===== config.mk =====
export PLATFORM = sky130hd
export DESIGN_NAME = int_to_float_converter
export DESIGN_NICKNAME = d
export VERILOG_FILES = /design/src/rtl/fp_pkg.sv /design/src/rtl/fp_round_unit.sv /design/src/rtl/int_to_float_converter.sv
export SDC_FILE = /design/constraint.sdc
export NUM_CORES = 1
export LEC_CHECK = 0
export CORE_UTILIZATION = 54
export DETAILED_ROUTE_END_ITERATION = 7
export PLACE_DENSITY = 0.8
export SETUP_SLACK_MARGIN = 0.4
export SYNTH_ARGS = -nofsm -noshare
export SYNTH_HDL_FRONTEND = slang
export SYNTH_SLANG_ARGS = --single-unit

===== constraint.sdc =====
create_clock -name clk -period 5.65 [get_ports clk]
set_clock_uncertainty 0.05 [all_clocks]
set_input_delay 0.565 -clock clk [delete_from_list [all_inputs] [get_ports clk]]
set_output_delay 0.565 -clock clk [all_outputs]
set_load 0.05 [all_outputs]

===== src/rtl/fp_pkg.sv =====
// Shared floating-point definitions for the integer-to-float converter and the adder datapath.
package fp_pkg;

    localparam int FP_BIAS     = 127;
    localparam int INT_EXP_TOP = 158;
    localparam int FRAC_W      = 23;
    localparam int EXP_W       = 8;

    typedef struct packed {
        logic              sign;
        logic [EXP_W-1:0]  exp;
        logic [FRAC_W-1:0] frac;
    } fp32_t;

    typedef enum logic [2:0] {
        ST_IDLE,
        ST_ABS,
        ST_NORM,
        ST_ROUND,
        ST_DONE
    } conv_state_t;

endpackage


===== src/rtl/fp_round_unit.sv =====
// Combinational rounding of a normalized magnitude into an IEEE-754 fraction and exponent.
// Define ROUND_NEAREST_EN for round-to-nearest-even; otherwise the fraction is truncated.
module fp_round_unit
    import fp_pkg::*;
(
    input  logic [30:0]       mag,
    input  logic [EXP_W-1:0]  exp,
    output logic [FRAC_W-1:0] frac,
    output logic [EXP_W-1:0]  exp_adj,
    output logic              inexact
);

    logic            guard;
    logic            sticky;
    logic            round_up;
    logic [FRAC_W:0] frac_sum;

    // A carry out of the fraction bumps the exponent and leaves the fraction at zero.
    always_comb begin
        guard   = mag[7];
        sticky  = |mag[6:0];
        inexact = guard | sticky;
`ifdef ROUND_NEAREST_EN
        round_up = guard & (sticky | mag[8]);
`else
        round_up = 1'b0;
`endif
        frac_sum = {1'b0, mag[30:8]} + {{FRAC_W{1'b0}}, round_up};
        frac     = frac_sum[FRAC_W-1:0];
        exp_adj  = exp + {{(EXP_W-1){1'b0}}, frac_sum[FRAC_W]};
    end

endmodule


===== src/rtl/int_to_float_converter.sv =====
// Multi-cycle 32-bit integer to single-precision converter with iterative normalization.
// Rounding mode is selected by the ROUND_NEAREST_EN macro inside fp_round_unit.
module int_to_float_converter
    import fp_pkg::*;
#(
    parameter int SIGNED_INPUT = 1,
    parameter int SHIFT_STEP   = 1
) (
    input  logic        clk,
    input  logic        rst_n,
    input  logic        in_valid,
    output logic        in_ready,
    input  logic [31:0] in_int,
    output logic        out_valid,
    input  logic        out_ready,
    output logic [31:0] out_float,
    output logic        out_inexact
);

    conv_state_t      state_q, state_d;
    logic [31:0]      int_q, int_d;
    logic [31:0]      mag_q, mag_d;
    logic [EXP_W-1:0] exp_q, exp_d;
    logic             sign_q, sign_d;
    logic             zero_q, zero_d;
    fp32_t            res_q, res_d;
    logic             inexact_q, inexact_d;

    logic              abs_sign;
    logic [31:0]       abs_mag;
    logic [FRAC_W-1:0] rnd_frac;
    logic [EXP_W-1:0]  rnd_exp;
    logic              rnd_inexact;

    fp_round_unit u_round (
        .mag     (mag_q[30:0]),
        .exp     (exp_q),
        .frac    (rnd_frac),
        .exp_adj (rnd_exp),
        .inexact (rnd_inexact)
    );

    always_ff @(posedge clk) begin
        if (!rst_n) begin
            state_q   <= ST_IDLE;
            int_q     <= '0;
            mag_q     <= '0;
            exp_q     <= '0;
            sign_q    <= 1'b0;
            zero_q    <= 1'b0;
            res_q     <= '0;
            inexact_q <= 1'b0;
        end else begin
            state_q   <= state_d;
            int_q     <= int_d;
            mag_q     <= mag_d;
            exp_q     <= exp_d;
            sign_q    <= sign_d;
            zero_q    <= zero_d;
            res_q     <= res_d;
            inexact_q <= inexact_d;
        end
    end

    // A zero operand takes the ROUND slot too, so its result is registered like any other.
    always_comb begin
        state_d = state_q;
        case (state_q)
            ST_IDLE:  if (in_valid) state_d = ST_ABS;
            ST_ABS:   state_d = (abs_mag == '0) ? ST_ROUND : ST_NORM;
            ST_NORM:  if (mag_q[31]) state_d = ST_ROUND;
            ST_ROUND: state_d = ST_DONE;
            ST_DONE:  if (out_ready) state_d = ST_IDLE;
            default:  state_d = ST_IDLE;
        endcase
    end

    // -2^31 negates onto itself, which is exactly the magnitude 0x80000000 we want.
    always_comb begin
        abs_sign = (SIGNED_INPUT != 0) ? int_q[31] : 1'b0;
        abs_mag  = abs_sign ? (~int_q + 32'd1) : int_q;
    end

    always_comb begin
        int_d     = int_q;
        mag_d     = mag_q;
        exp_d     = exp_q;
        sign_d    = sign_q;
        zero_d    = zero_q;
        res_d     = res_q;
        inexact_d = inexact_q;
        case (state_q)
            ST_IDLE: begin
                if (in_valid) int_d = in_int;
            end
            ST_ABS: begin
                mag_d  = abs_mag;
                sign_d = abs_sign;
                exp_d  = EXP_W'(INT_EXP_TOP);
                zero_d = (abs_mag == '0);
            end
            ST_NORM: begin
                // Coarse shift only when it cannot push the leading one out of the top bit.
                if (mag_q[31 -: SHIFT_STEP] == '0) begin
                    mag_d = mag_q << SHIFT_STEP;
                    exp_d = exp_q - EXP_W'(SHIFT_STEP);
                end else if (!mag_q[31]) begin
                    mag_d = mag_q << 1;
                    exp_d = exp_q - EXP_W'(1);
                end
            end
            ST_ROUND: begin
                if (zero_q) begin
                    res_d     = '0;
                    inexact_d = 1'b0;
                end else begin
                    res_d.sign = sign_q;
                    res_d.exp  = rnd_exp;
                    res_d.frac = rnd_frac;
                    inexact_d  = rnd_inexact;
                end
            end
            default: begin
            end
        endcase
    end

    always_comb begin
        in_ready    = (state_q == ST_IDLE) && rst_n;
        out_valid   = (state_q == ST_DONE);
        out_float   = res_q;
        out_inexact = inexact_q;
    end

endmodule

# == After elaboration in Yosys (flattened, before gate mapping) ==
# Cells that the tools add are included.
# op_classes
addsub,2
mul,0
n_div,0
order_cmp,0
eq_ne,8
n_shift,0
muxes,12
bitwise_logic,2
n_reduce_logical,8
# op_table
operator,n
$mux W32,3
$pmux W32 S2,1
$add A32 B1 Y32 const B,1
$logic_not A32 Y1,1
$not A32 Y32,1
$pmux W8 S2,1
$pmux W3 S5,1
$mux W3,3
$mux W8,1
$sub A8 B1 Y8 const B,1
$reduce_or A7 Y1,1
$eq A3 B2 Y1 const B,2
$ne A2 B2 Y1 const B,3
$reduce_and A2 Y1,2
$eq A3 B1 Y1 const B,1
$eq A3 B3 Y1 const B,1
$logic_not A3 Y1,1
$reduce_and A3 Y1,1
$mux W1,2
$ne A2 B1 Y1 const B,1
$reduce_bool A2 Y1,1
$logic_and A1 B1 Y1,1
$or A1 B1 Y1,1
# totals
reg_bits,110
latch_bits,0
mem_bits_rw,0
romBits,0
input_bits,36
output_inout_bits,35
elab_cells,43
memories,0

# == Logic depth before layout (Yosys ltp) ==
# depth
depth_word,6
ltp_mapped,10
ltp_nobuf,9

# == Cells and area by module ==
# From an unflattened synthesis, not the netlist that was laid out.
# hier_totals
cells_unflattened,738
hier_area_um2,5893.2
# modules_own_cells
mod,instances,cells_each,area_per_inst_um2,seq_area_each_um2
int_to_float_converter,1,704,5644.2,2202.1
fp_round_unit,1,34,249.0,0.0

# == Least setup slack after synthesis ==
# Ideal clock, no wire load.
# synth_timing
path_type,register -> register
from,register int_q[0]
to,register state_q[0]
setup_time_ns,0.135
arrival_ns,2.734
required_ns,5.465
path_slack_ns,2.731
path_stages_with_launch,11
path_buffers,1
period_less_slack_ns,2.919
path_cell_list,dfxtp_1 > inv_1 > ha_1 > or3b_2 > or4_4 > buf_6 > or4_4 > mux2_4 > a32o_1 > nand4_2 > a211oi_2
# synth_between
elab_chain_len,6
# synth_rtl
element,line,rtl
start: declaration,int_to_float_converter.sv:21,"logic [31:0] int_q, int_d;"
start signal: assignment,int_to_float_converter.sv:55,int_q <= int_d;
$not A32 Y32,int_to_float_converter.sv:81,abs_mag = abs_sign ? (~int_q + 32'd1) : int_q;
$add A32 B1 Y32,int_to_float_converter.sv:81,
$mux W32 *,int_to_float_converter.sv:81,
$logic_not A32 Y1 *,int_to_float_converter.sv:70,ST_ABS: state_d = (abs_mag == '0) ? ST_ROUND : ST_NORM;
$mux W1 *,int_to_float_converter.sv:70,
$pmux W3 S5 *,int_to_float_converter.sv:68,case (state_q)
end signal: assignment,int_to_float_converter.sv:54,state_q <= state_d;
end: declaration,int_to_float_converter.sv:20,"conv_state_t state_q, state_d;"
# Mark *: on every way between the ends. The rest lies on a longest branch, timed or not.
# A chain may end at the register's enable or synchronous reset.

# == Worst setup path after layout ==
# Same ends and word-level chain as after synthesis.

==> impl_metrics.ini <==
[place]
post_dp_cell_area_sq_um = 6190
dpl.cell_count = 845
place_congestion = 0.917
io_buffers = 70
pre_cts_slack_ns = 2.50
place_hpwl_mm = 9.61

[timing]
min_period_ns = 3.20
final_hold_viol_count = 0
setup_ws_ns = 2.45
fin_setup_tns_ns = 0
relSlewSlack = 0.180
setup_viol = 0
drv_slew = 0
hold-worst-slack_ns = 0.421
rsz0062_at_grt = no
fin_crit_sh = 0.566
worst_pin_slew_ns = 1.23
max_freq_mhz = 312

[cells_and_area]
drive_gt1_frac = 0.0604
fill_cells = 839
regArea_sq_um = 2200
antenna_cells = 0
multi_input_area_sq_um = 3050
fin_area_sq_um = 6440
area_growth_pct = 16.1
fin_cells = 861
nets = 761

[synth]
synth_fp_nets = 741
yosys_warnings = 0
syn_inst = 703
yosys.cell_count.top_type = dfxtp_1
ys_types = 64
netlist_area_sq_um = 5540
synth_top_area_share = 0.397
syn_area_per_cell_sq_um = 7.88
synth_top_area_cell = dfxtp_1
ys_async_sr_fraction = 0
ys_seq_elements = 110
synth_commonest_cells = dfxtp_1, nand2_1, a21oi_1
dominantRegCellSynth = dfxtp_1
yosysSeqAreaShare = 0.397
synth-edff-count = 0
synth_area_leaders = dfxtp_1, a21oi_1, nand2_1

[drt]
drt_wl_total_mm = 13.9
via_count = 5113
drc = 0
wl_per_cell_um = 16.1
viasPerCell = 5.94
ant_nets = 0
drtIter0Drc = 297
first_pass_iters = 5

[clocking]
cts_resized = 0
cts_root_buf = clkbuf_8
postCtsSetupBuffers = 0
clock_latency_ns = 0.37
hold_buffers = 0
cts.htree.levels = 3
cts.sinks = 110
clk_pin_slew_worst_paths_ns = 0.11
clock_path_buffers = 2
cts_made_buffers = 9
cts_tree = done

[setup_path]
r2r-start = int_q[0]$_SDFFE_PN0P_
ff2ff_setup_slack_ns = 2.45
end_kind = register
crit_required_ns = 5.90
worstPathArrival_ns = 3.45
cp_max_fo = 8
path_class = reg2reg
reg2reg_to = state_q[0]$_SDFFE_PN0P_
reg2reg_depth = 7
cp-startpoint = int_q[0]$_SDFFE_PN0P_
critPathLaunchType = register
crit_end = state_q[0]$_SDFFE_PN0P_

[floorplanning]
io_pins = 71
rows = 36
dieWidth_um = 103
initial_core_util = 0.562
dieArea_sq_um = 10700
core_area_sq_um = 9860
die_h_um = 103

[grt]
overflow = 0
grt_pass1_wl_mm = 22.7
grt_pass1_vias = 4584
grt_max_degree = 66
antenna_found_initial = 0
gr-usage-all-layers = 0.271

[power_and_ir_drop]
leakagePower_nw = 2.16
vdd_drop_max_mv = 0.138
p_per_area_nw_per_um2 = 294

[outcome]
status = complete, no violations

[flow_run]
drv_cap = 0

[hold_path]
holdCritPathClass = reg2reg
-- how the worst min path moves through the flow --
stage	start	to	slack [ns]	cells past startpoint
global route	mag_q[1]$_SDFFE_PN0P_	mag_q[1]$_SDFFE_PN0P_	0.47	2
CTS	sign_q$_SDFFE_PN0P_	sign_q$_SDFFE_PN0P_	0.42	2
floorplan	sign_q$_SDFFE_PN0P_	sign_q$_SDFFE_PN0P_	0.38	2
finish	sign_q$_SDFFE_PN0P_	sign_q$_SDFFE_PN0P_	0.42	2
global placement	sign_q$_SDFFE_PN0P_	sign_q$_SDFFE_PN0P_	0.41	2
detailed placement	sign_q$_SDFFE_PN0P_	sign_q$_SDFFE_PN0P_	0.40	2
-- power by group --
part	leakage, nW	internal [W]	switching [W]
clock	0.118	0.000271	0.000291
sequential	0.894	0.000822	0.0000703
combinational	1.14	0.000175	0.000267
-- cell families after synthesis --
logic type / count (synthesis) / synth area share
multiplexers: 7 / 0.0140
buffers and inverters: 74 / 0.0551
AND/OR/NAND/NOR: 293 / 0.266
adder cells (fa/ha/maj): 2 / 0.00451
XOR/XNOR: 34 / 0.0537
flip-flops: 110 / 0.397
AO/OA/AOI/OAI: 183 / 0.209
-- layout by cell type (no fill, tap or decap), types with 6 or more instances in the layout --
cell type | netlist | routed
nor2_1 | 65 | 64
or3_1 | 6 | 6
nand2b_1 | 6 | 6
a22oi_1 | 23 | 23
nand2_1 | 108 | 108
dfxtp_1 | 110 | 110
buf_4 | 0 | 7
clkdlybuf4s50_1 | 0 | 70
nor4_1 | 9 | 9
nor3b_1 | 31 | 31
a31oi_1 | 6 | 6
o21ai_0 | 12 | 12
or4_1 | 9 | 9
xnor2_1 | 22 | 22
clkbuf_8 | 0 | 10
nor3_1 | 16 | 16
a211oi_1 | 7 | 7
nand3_1 | 10 | 10
a221oi_1 | 6 | 6
a21oi_1 | 95 | 95
xor2_1 | 12 | 12
-- worst max-delay path, stage by stage, from the launching register on --
cell,delay [ns]
dfxtp_1,0.38
or4_1,0.68
or4_1,0.70
o41ai_2,0.51
a211oi_1,0.15
a211oi_2,0.22
nand4_2,0.18
a211oi_2,0.25
-- flip-flops by register name (all words and copies together) (netlist names) --
register     count
zero_q           1
state_q          3
exp_q            8
sign_q           1
out_float       32
int_q           32
out_inexact      1
mag_q           32
-- layout make-up --
type	count	share of cell area
timing repair buffer	77	0.117
clock buffer	10	0.0214
sequential	110	0.342
tap	133	0.0259
inverter	6	0.00350
clock inverter	6	0.0161
multi-input combinational	519	0.474
-- routing by layer --
layer / GRT usage / part of all wire / vias up
met3: 0.0504 / 0.052 / 15
li1: - / - / 2529
met4: 0.0823 / 0.014 / 0
met5: 0 / 0 / -
met2: 0.447 / 0.48 / 163
met1: 0.361 / 0.46 / 2406
-- stage by stage --
| stage | util | total power (W) |
|---|---|---|
| floorplan | - | 0.00123 |
| global placement | 0.628 | 0.00133 |
| detailed placement | 0.628 | 0.00134 |
| CTS | 0.652 | 0.00190 |
| global route | 0.652 | 0.00199 |
| finish | 0.652 | 0.00189 |
No activity file was read; power rests on OpenSTA's default activity.
